$ cat src/rtl/pad_in_conditioner_if.sv
// rtl/pad_in_conditioner_if.sv - pad-side inputs, controls and conditioned outputs of pad_in_conditioner
interface pad_in_conditioner_if #(
  parameter int WIDTH    = 32,
  parameter int DB_CNT_W = 8
);
  logic [WIDTH-1:0]    pad_din_i;
  logic [WIDTH-1:0]    pad_ie_i;
  logic [DB_CNT_W-1:0] db_thresh_i;
  logic [WIDTH-1:0]    irq_rise_en_i;
  logic [WIDTH-1:0]    irq_fall_en_i;
  logic [WIDTH-1:0]    irq_clr_i;
  logic [WIDTH-1:0]    gpio_o;
  logic [WIDTH-1:0]    rise_o;
  logic [WIDTH-1:0]    fall_o;
  logic [WIDTH-1:0]    irq_status_o;
  logic                irq_o;

  modport master (
    output pad_din_i, pad_ie_i, db_thresh_i, irq_rise_en_i, irq_fall_en_i, irq_clr_i,
    input  gpio_o, rise_o, fall_o, irq_status_o, irq_o
  );

  modport slave (
    input  pad_din_i, pad_ie_i, db_thresh_i, irq_rise_en_i, irq_fall_en_i, irq_clr_i,
    output gpio_o, rise_o, fall_o, irq_status_o, irq_o
  );
endinterface

$ cat src/rtl/pad_in_conditioner.sv
// rtl/pad_in_conditioner.sv - per-bit mask, synchronise, debounce, edge detect and sticky irq status
module pad_in_conditioner #(
  parameter int WIDTH       = 32,
  parameter int SYNC_STAGES = 2,
  parameter int DB_CNT_W    = 8
) (
  input logic                 clk_i,
  input logic                 rst_ni,
  pad_in_conditioner_if.slave bus
);

  logic [WIDTH-1:0]    masked;
  logic [WIDTH-1:0]    sync_q [SYNC_STAGES];
  logic [WIDTH-1:0]    sync_out;
  logic [DB_CNT_W-1:0] flip_at;
  logic [DB_CNT_W-1:0] cnt_q [WIDTH];
  logic [DB_CNT_W-1:0] cnt_d [WIDTH];
  logic [WIDTH-1:0]    gpio_q, gpio_d;
  logic [WIDTH-1:0]    rise_q, rise_d;
  logic [WIDTH-1:0]    fall_q, fall_d;
  logic [WIDTH-1:0]    status_q, status_d;
  logic [WIDTH-1:0]    set_vec;
  logic                irq_q;

  assign masked = bus.pad_din_i & bus.pad_ie_i;

  always_ff @(posedge clk_i or negedge rst_ni) begin
    if (!rst_ni) begin
      for (int i = 0; i < SYNC_STAGES; i++) sync_q[i] <= '0;
    end else begin
      sync_q[0] <= masked;
      for (int i = 1; i < SYNC_STAGES; i++) sync_q[i] <= sync_q[i-1];
    end
  end

  assign sync_out = sync_q[SYNC_STAGES-1];

  // A threshold of 0 is treated as 1, so the flip point never underflows.
  assign flip_at = (bus.db_thresh_i == '0) ? '0 : bus.db_thresh_i - 1'b1;

  always_comb begin
    gpio_d = gpio_q;
    rise_d = '0;
    fall_d = '0;
    for (int b = 0; b < WIDTH; b++) begin
      cnt_d[b] = '0;
      if (sync_out[b] != gpio_q[b]) begin
        if (cnt_q[b] >= flip_at) begin
          gpio_d[b] = sync_out[b];
          rise_d[b] = sync_out[b];
          fall_d[b] = ~sync_out[b];
        end else begin
          cnt_d[b] = cnt_q[b] + 1'b1;
        end
      end
    end
  end

  // Set is OR-ed in after the clear so a simultaneous edge keeps the status bit.
  assign set_vec  = (rise_q & bus.irq_rise_en_i) | (fall_q & bus.irq_fall_en_i);
  assign status_d = (status_q & ~bus.irq_clr_i) | set_vec;

  always_ff @(posedge clk_i or negedge rst_ni) begin
    if (!rst_ni) begin
      for (int b = 0; b < WIDTH; b++) cnt_q[b] <= '0;
      gpio_q   <= '0;
      rise_q   <= '0;
      fall_q   <= '0;
      status_q <= '0;
      irq_q    <= 1'b0;
    end else begin
      for (int b = 0; b < WIDTH; b++) cnt_q[b] <= cnt_d[b];
      gpio_q   <= gpio_d;
      rise_q   <= rise_d;
      fall_q   <= fall_d;
      status_q <= status_d;
      irq_q    <= |status_d;
    end
  end

  assign bus.gpio_o       = gpio_q;
  assign bus.rise_o       = rise_q;
  assign bus.fall_o       = fall_q;
  assign bus.irq_status_o = status_q;
  assign bus.irq_o        = irq_q;

endmodule

$ cat src/flat_wrapper.sv
// flat-port wrapper written by rule: the top's interface ports become plain ports
module pad_in_conditioner_flat 
#(
  parameter int WIDTH       = 32,
  parameter int SYNC_STAGES = 2,
  parameter int DB_CNT_W    = 8
)
  (clk_i, rst_ni, bus_pad_din_i, bus_pad_ie_i, bus_db_thresh_i, bus_irq_rise_en_i, bus_irq_fall_en_i, bus_irq_clr_i, bus_gpio_o, bus_rise_o, bus_fall_o, bus_irq_status_o, bus_irq_o);
  pad_in_conditioner_if #(.WIDTH(WIDTH), .DB_CNT_W(DB_CNT_W)) bus_i ();
  input logic clk_i;
  input logic rst_ni;
  input wire logic [$bits(bus_i.pad_din_i)-1:0] bus_pad_din_i;
  input wire logic [$bits(bus_i.pad_ie_i)-1:0] bus_pad_ie_i;
  input wire logic [$bits(bus_i.db_thresh_i)-1:0] bus_db_thresh_i;
  input wire logic [$bits(bus_i.irq_rise_en_i)-1:0] bus_irq_rise_en_i;
  input wire logic [$bits(bus_i.irq_fall_en_i)-1:0] bus_irq_fall_en_i;
  input wire logic [$bits(bus_i.irq_clr_i)-1:0] bus_irq_clr_i;
  output wire logic [$bits(bus_i.gpio_o)-1:0] bus_gpio_o;
  output wire logic [$bits(bus_i.rise_o)-1:0] bus_rise_o;
  output wire logic [$bits(bus_i.fall_o)-1:0] bus_fall_o;
  output wire logic [$bits(bus_i.irq_status_o)-1:0] bus_irq_status_o;
  output wire logic [$bits(bus_i.irq_o)-1:0] bus_irq_o;
  assign bus_i.pad_din_i = bus_pad_din_i;
  assign bus_i.pad_ie_i = bus_pad_ie_i;
  assign bus_i.db_thresh_i = bus_db_thresh_i;
  assign bus_i.irq_rise_en_i = bus_irq_rise_en_i;
  assign bus_i.irq_fall_en_i = bus_irq_fall_en_i;
  assign bus_i.irq_clr_i = bus_irq_clr_i;
  assign bus_gpio_o = bus_i.gpio_o;
  assign bus_rise_o = bus_i.rise_o;
  assign bus_fall_o = bus_i.fall_o;
  assign bus_irq_status_o = bus_i.irq_status_o;
  assign bus_irq_o = bus_i.irq_o;
  pad_in_conditioner #(.WIDTH(WIDTH), .SYNC_STAGES(SYNC_STAGES), .DB_CNT_W(DB_CNT_W)) u_core (.clk_i(clk_i), .rst_ni(rst_ni), .bus(bus_i));
endmodule
$ cat config.mk
export PLATFORM = sky130hd
export DESIGN_NAME = pad_in_conditioner_flat
export DESIGN_NICKNAME = d
export VERILOG_FILES = /design/src/rtl/pad_in_conditioner_if.sv /design/src/rtl/pad_in_conditioner.sv /design/src/flat_wrapper.sv
export SDC_FILE = /design/constraint.sdc
export NUM_CORES = 1
export LEC_CHECK = 0
export CAP_MARGIN = 20
export CORE_MARGIN = 2
export CORE_UTILIZATION = 35
export DETAILED_ROUTE_END_ITERATION = 10
export PLACE_DENSITY = 0.59
export SLEW_MARGIN = 20
export SYNTH_ARGS = -nofsm -noshare
export SYNTH_HDL_FRONTEND = slang
export SYNTH_SLANG_ARGS = --single-unit
$ cat constraint.sdc
create_clock -name clk_i -period 2.3 [get_ports clk_i]
set_clock_uncertainty 0.1 [all_clocks]
set_input_delay 0.46 -clock clk_i [delete_from_list [all_inputs] [get_ports clk_i]]
set_output_delay 0.46 -clock clk_i [all_outputs]
set_load 0.1 [all_outputs]
==> results.yml, run 1 <==
clocking:
  cts_made_buffers: 53
  cts_max_level: 2
  clk_pin_slew_worst_paths_ps: 60
  cts_sinks: 449
  clock_latency_ps: 610
  cts_tree: "yes"
  clk_path_buf_depth: 3
  root_buffer: "clkbuf_16"
setup_path:
  critical_path.slowest_cell: "or3_4"
  critPathMaxFanout: 8
  crit_arrival_ps: 3180
  crit_required_ps: 2670
  path_cells: "buf_8, nor4_4, nand2_2, or3_4, nand2b_4, buf_6, buf_12, buf_12, ha_4, nor2b_4, o211a_1, o31ai_4, nor3_1, a311o_1"
  cp_top_family: "simple AND/OR/NAND/NOR gates"
  path_buf_inv: 4
  setup.worst_path.class: "primary input to flop"
  startpoint_type: "primary input"
  end_kind: "flop"
  critPathMostFrequentCell: "buf_12"
  slowest_delay_ps: 390
sta:
  final_hold_viol_count: 0
  fin_crit_ps: 2800
  period_share_pct: 122
  rsz0062_at_grt: "yes"
  timing.final.ws_setup_ps: -503
  fmax_ghz: 0.357
  relSlewSlack_pct: 7.62
  finalSetupViolCount: 352
  tightest_slew_ps: 1380
  drv_slew: 0
run_status:
  status: "finished with violations"
  violations: "setup timing"
final_layout:
  nFillCells: 5988
  area_delta_synth_final_pct: 51.4
  seqCellArea_um2: 11200
  nets: 3369
  post-route-cell-area_um2: 38200
  num_antenna_cells: 0
  fin_util_pct: 53.5
  multi_input_area_um2: 17600
  drive_above_1_share_pct: 39.1
global_route:
  track_usage_pct: 19.9
  antenna_found_initial: 7
  grt_max_degree: 79
  grt_pass1_wl_mm: 118
  grt-ovfl-total: 0
  grt_pass1_vias: 21600
logic_synthesis:
  avgSynthCellArea_um2: 11.3
  yosysUniqueCellTypes: 40
  synth-seq-area-share_pct: 44.6
  postSynthNetCount: 2684
  synth_area_um2: 25200
  syn_inst: 2225
  yosysWarnings: 0
  ys_seq_elements: 449
drt:
  ant_nets: 0
  drc: 0
  wl_per_cell_um: 19.6
  drt-initial-drc-count: 1012
  routed_wl_mm: 76.6
  avgViaCountPerCell: 5.29
  vias: 20600
  drt_first_pass_iters: 5
die:
  io_pins: 299
  die-area_um2: 74200
  die_w_um: 272
  coreArea_um2: 71400
  rows: 98
  start_util_pct: 35.3
  die_h_um: 272
placed_design:
  detailed_place.area_um2: 30900
  dp_hpwl_mm: 47.8
  routabilityCongestion: 0.811
  portBuffers: 298
  dp_slack_ps: -1450
power:
  p_int_w: 0.0202
  p_comb_share_pct: 37.8
  leakage_nw: 16.9
  p_per_area_nw_per_um2: 813
  p_switching_w: 0.0109
  clockPowerShare_pct: 27.5
  ir_drop_v: 0.000527
  p_total_w: 0.0310
  p_sw_share_pct: 35.0
  seq_power_share_pct: 34.6
min_path:
  hold_class: "flop to flop"
run:
  maxCapViolations: 0
## through the flow
| stage | hold slack [ps] | setup TNS, ps | instances |
|---|---|---|---|
| final | 236 | -125020 | 3903 |
| after global routing | 247 | -159800 | 3903 |
| after CTS | 240 | -117010 | 3854 |
| after detailed placement | 235 | -464780 | 3668 |
| after global placement | 233 | -459240 | 3668 |
| after floorplan | 64.4 | -238950 | 2225 |
## cells by family (layout without fill, tap and decap cells)
logic type	after synthesis	count (layout)	synth area share, %
buffers and inverters	114	823	1.70
and+or+nand+nor	806	806	18.3
AOI/OAI and AO/OA	339	358	13.2
xor gates and xnor gates	228	228	7.92
adders and majority gates	289	289	14.3
DFF	449	449	44.6
## power by group through the flow
stage	Clock (W)	Sequential (W)	Combinational (W)
after floorplan	0	0.0109	0.00497
after global placement	0	0.0105	0.00767
after detailed placement	0	0.0106	0.00811
after CTS	0.00880	0.0106	0.0100
after global routing	0.00912	0.0109	0.0128
final	0.00854	0.0107	0.0117
## worst paths after layout
kind                                  startpoint                     endpoint  slack (ps)  depth (start not counted)
hold reg to reg                u_core.sync_q[47]          u_core.sync_out[15]         240                          0
setup / recovery              bus_db_thresh_i[3]        u_core.bus.gpio_o[23]        -500                         14
max in group asynchronous                 rst_ni  u_core.bus.irq_status_o[17]         930                          3
min in group asynchronous                 rst_ni             u_core.cnt_q[42]         290                          2
hold / removal                 u_core.sync_q[47]          u_core.sync_out[15]         240                          0
setup reg to reg           u_core.bus.rise_o[26]             u_core.bus.irq_o          50                          8
## area by class of cell
type	count	area share, %
Clock buffer	85	4.32
Tap cell	950	3.11
Inverter	114	1.12
Timing Repair Buffer	611	15.7
Clock inverter	13	0.341
Sequential cell	449	29.4
Multi-Input combinational cell	1681	46.0
## synthesized netlist by cell type (all sizes together)
cell / count / area share, %
a22oi: 49 / 1.8
a21o: 32 / 0.95
and2b: 1 / 0.030
o211a: 32 / 1.3
nor4: 9 / 0.22
and2: 49 / 1.2
ha: 289 / 14
and3: 94 / 2.3
a32o: 16 / 0.64
o211ai: 15 / 0.45
a31oi: 48 / 2.1
nor2: 3 / 0.045
o311ai: 1 / 0.035
or3: 1 / 0.045
and3b: 30 / 1.1
xnor2: 86 / 3.0
or2: 1 / 0.025
nor2b: 79 / 2.0
nand3: 157 / 3.1
a2bb2oi: 15 / 0.52
o22ai: 1 / 0.025
inv: 114 / 1.7
a21oi: 34 / 1.1
nand4: 17 / 0.42
nand2b: 1 / 0.025
nor4b: 1 / 0.035
a311o: 16 / 0.64
xor2: 142 / 4.9
o21ai: 48 / 0.95
nor3: 243 / 4.8
nand2: 70 / 1.0
dfrtp: 449 / 45
o31ai: 32 / 2.7
nor3b: 50 / 1.8
## layer usage
metal | vias to the layer above | share of wire (%) | global-route usage [%]
met2 | 462 | 49 | 33.3
met3 | 121 | 4.3 | 3.58
li1 | 9659 | - | -
met4 | 6 | 2.6 | 6.16
met1 | 10400 | 44 | 26.2
met5 | - | 0.052 | 0
## placed cells by master, fill, tap and decap left out, types with 34 or more instances in the layout
| cell type | netlist | layout |
|---|---|---|
| a31oi_4 | 15 | 40 |
| and2_1 | 49 | 34 |
| and3_1 | 94 | 77 |
| buf_12 | 0 | 45 |
| buf_4 | 0 | 333 |
| buf_6 | 0 | 53 |
| clkbuf_16 | 0 | 57 |
| clkdlybuf4s50_1 | 0 | 161 |
| dfrtp_1 | 449 | 449 |
| ha_1 | 289 | 180 |
| ha_4 | 0 | 108 |
| inv_1 | 114 | 113 |
| nand2_1 | 70 | 65 |
| nand3_1 | 157 | 151 |
| nor2b_4 | 0 | 36 |
| nor3_2 | 0 | 178 |
| nor3_4 | 0 | 36 |
| nor3b_2 | 15 | 41 |
| o21ai_0 | 47 | 41 |
| xnor2_1 | 86 | 85 |
| xor2_1 | 142 | 140 |
## state kept, by name, summed over array words and instances, names as in the netlist
name and flops:
u_core.cnt_q 256, u_core.bus.fall_o 32, u_core.bus.gpio_o 32, u_core.bus.irq_status_o 32, u_core.bus.rise_o 32, u_core.sync_out 32
u_core.sync_q 32, u_core.bus.irq_o 1
## worst register-to-register path, cell delays in order (launching register included)
cell and delay [ps]:
dfrtp_1 370, a22oi_1 160, o21ai_0 100, buf_4 170
nor4_2 410, buf_4 220, nand4_1 120, buf_4 190
or2_2 270
## what timing repair did
| action | 4_1_cts | 5_1_grt |
|---|---|---|
| gates cloned | 30 | 3 |
| pin swaps | 336 | 198 |
| endpoints found under the hold margin | 28 | 0 |
| resized for setup | 382 | 295 |
| buffers inserted | 65 | 53 |
| hold buffers | 1 | 0 |
| setup endpoints to repair | 353 | 353 |
(Power assumes the default switching activity.)
==> run 2: changes to the inputs <==
--- a/config.mk
+++ b/config.mk
@@ -9,7 +9,8 @@
 export CORE_MARGIN = 2
 export CORE_UTILIZATION = 35
 export DETAILED_ROUTE_END_ITERATION = 10
-export PLACE_DENSITY = 0.59
+export PLACE_DENSITY_LB_ADDON = 0.2
+export RECOVER_POWER = 25
 export SLEW_MARGIN = 20
 export SYNTH_ARGS = -nofsm -noshare
 export SYNTH_HDL_FRONTEND = slang
==> run 2 against run 1 <==
Net effect: the run still ends with setup timing left; highest routed layer is now met4; critical endpoint is now u_core.bus.rise_o[5]; global-route usage fell by 1.9 points; flip-flop and latch count did not move; clock power up 1%.
==> results.yml, run 2 (synthesis gave the netlist of run 1 again) <==
sta:
  period_share_pct: 119
  drv_slew: 0
  finalSetupViolCount: 352
  relSlewSlack_pct: 19.0
  rsz0062_at_grt: "yes"
  fin_crit_ps: 2750
  final_hold_viol_count: 0
  tightest_slew_ps: 1210
  timing.final.ws_setup_ps: -446
  fmax_ghz: 0.364
clocking:
  cts_max_level: 2
  cts_made_buffers: 53
  cts_tree: "yes"
  clock_latency_ps: 610
  clk_pin_slew_worst_paths_ps: 60
  clk_path_buf_depth: 3
  root_buffer: "clkbuf_16"
  cts_sinks: 449
setup_path:
  ff2ff_path_depth: 8
  critPathMaxFanout: 16
  startpoint_type: "primary input"
  crit_arrival_ps: 3130
  end_kind: "flop"
  crit_required_ps: 2680
  setup.worst_path.class: "primary input to flop"
min_path:
  hold_class: "flop to flop"
  holdPathStages: 0
global_route:
  grt_pass1_vias: 20300
  track_usage_pct: 18.0
  grt_pass1_wl_mm: 109
  grt_max_degree: 65
  antenna_found_initial: 0
  grt-ovfl-total: 0
drt:
  ant_nets: 0
  drc: 0
  drt-initial-drc-count: 1045
  drt_first_pass_iters: 5
  vias: 19800
  routed_wl_mm: 68.8
  wl_per_cell_um: 17.8
  avgViaCountPerCell: 5.14
placed_design:
  dp_hpwl_mm: 47.9
  routabilityCongestion: 0.838
  portBuffers: 298
  detailed_place.area_um2: 31300
  dp_slack_ps: -1500
run_status:
  violations: "setup timing"
  status: "finished with violations"
final_layout:
  largest_register_ffs: 256
  post-route-cell-area_um2: 34900
  layout_commonest_cell: "dfrtp_1"
  regMostFlops: "u_core.cnt_q"
  area_delta_synth_final_pct: 38.5
  drive_above_1_share_pct: 28.9
  final_cell_mix: "dfrtp_1 (449), buf_4 (337), ha_1 (254)"
  nets: 3319
  fin_util_pct: 48.9
die:
  coreArea_um2: 71400
  rows: 98
  die_w_um: 272
  die-area_um2: 74200
  die_h_um: 272
  io_pins: 299
  start_util_pct: 35.3
power:
  leakage_nw: 16.4
  ir_drop_v: 0.000563
  p_per_area_nw_per_um2: 814
run:
  maxCapViolations: 0
[run 2: cell types whose count changed in the layout (fill, tap and decap cells not counted), sizes merged]
cell           before  now
diode               0    4
a31oi              63   59
clkinvlp            0    3
clkinv             10   11
bufinv              2    4
dlygate4sd3         1    7
clkbuf             88   87
clkdlybuf4s50     161  155
a22oi              53   49
buf               444  398
[run 2: timing repair]
| item | CTS | global route |
|---|---|---|
| hold endpoints to repair | 93 | 0 |
| pin swaps | 67 | 65 |
| buffers inserted | 23 | 8 |
| hold buffers | 1 | 0 |
| gates cloned | 5 | 8 |
| endpoints found under the setup margin | 352 | 353 |
| resized for setup | 160 | 119 |
[run 2: area by class of cell]
| cell class | instances | area (um2) |
|---|---|---|
| Fill cell | 6311 | 36500 |
| Multi-Input combinational cell | 1673 | 15100 |
| Sequential cell | 449 | 11200 |
| Timing Repair Buffer | 569 | 5140 |
| Clock buffer | 80 | 1600 |
| Tap cell | 950 | 1190 |
| Inverter | 114 | 428 |
| Clock inverter | 19 | 206 |
| Antenna cell | 4 | 10.0 |
[run 2: routing by layer]
metal,vias up,track usage [%],part of all wire [%]
li1,9548,-,-
met1,9825,24.7,46
met2,367,29.9,47
met3,88,2.80,4.2
met4,0,4.44,1.9
met5,-,0,0
[run 2: critical path, cell delays in order]
cell,delay [ps]
clkdlybuf4s15_1,210
inv_1,70
ha_2,170
nand2_2,60
or3_4,380
buf_4,160
and2_4,170
buf_12,170
ha_1,280
a31oi_1,160
nor2b_1,90
o31ai_4,200
buf_6,150
a31oi_4,130
and3b_2,250
[run 2: path summary, 6_finish.rpt]
check	slack [ps]	end	startpoint
worst min-delay path	240	u_core.sync_out[8]	u_core.sync_q[40]
min in group asynchronous	530	u_core.bus.rise_o[26]	rst_ni
max in group asynchronous	70	u_core.sync_q[54]	rst_ni
worst max register to register	90	u_core.bus.irq_o	u_core.bus.rise_o[23]
worst min register to register	240	u_core.sync_out[8]	u_core.sync_q[40]
worst max-delay path	-450	u_core.bus.rise_o[5]	bus_db_thresh_i[1]
[run 2: per-stage QoR]
step,hold WS (ps),power (W),cells,TNS (ps)
5_1_grt,251,0.0301,3854,-178440
6_report,244,0.0284,3858,-123870
3_3_place_gp,233,0.0183,3712,-471000
4_1_cts,245,0.0280,3839,-119160
2_1_floorplan,64.4,0.0159,2225,-238950
3_5_place_dp,235,0.0187,3712,-488880
[run 2: where the power goes]
part / switching [W] / leakage, nW / internal [W] / total (W)
combinational: 0.00479 / 9.61 / 0.00440 / 0.00919
sequential: 0.00155 / 5.89 / 0.00901 / 0.0106
clock: 0.00342 / 0.890 / 0.00523 / 0.00866
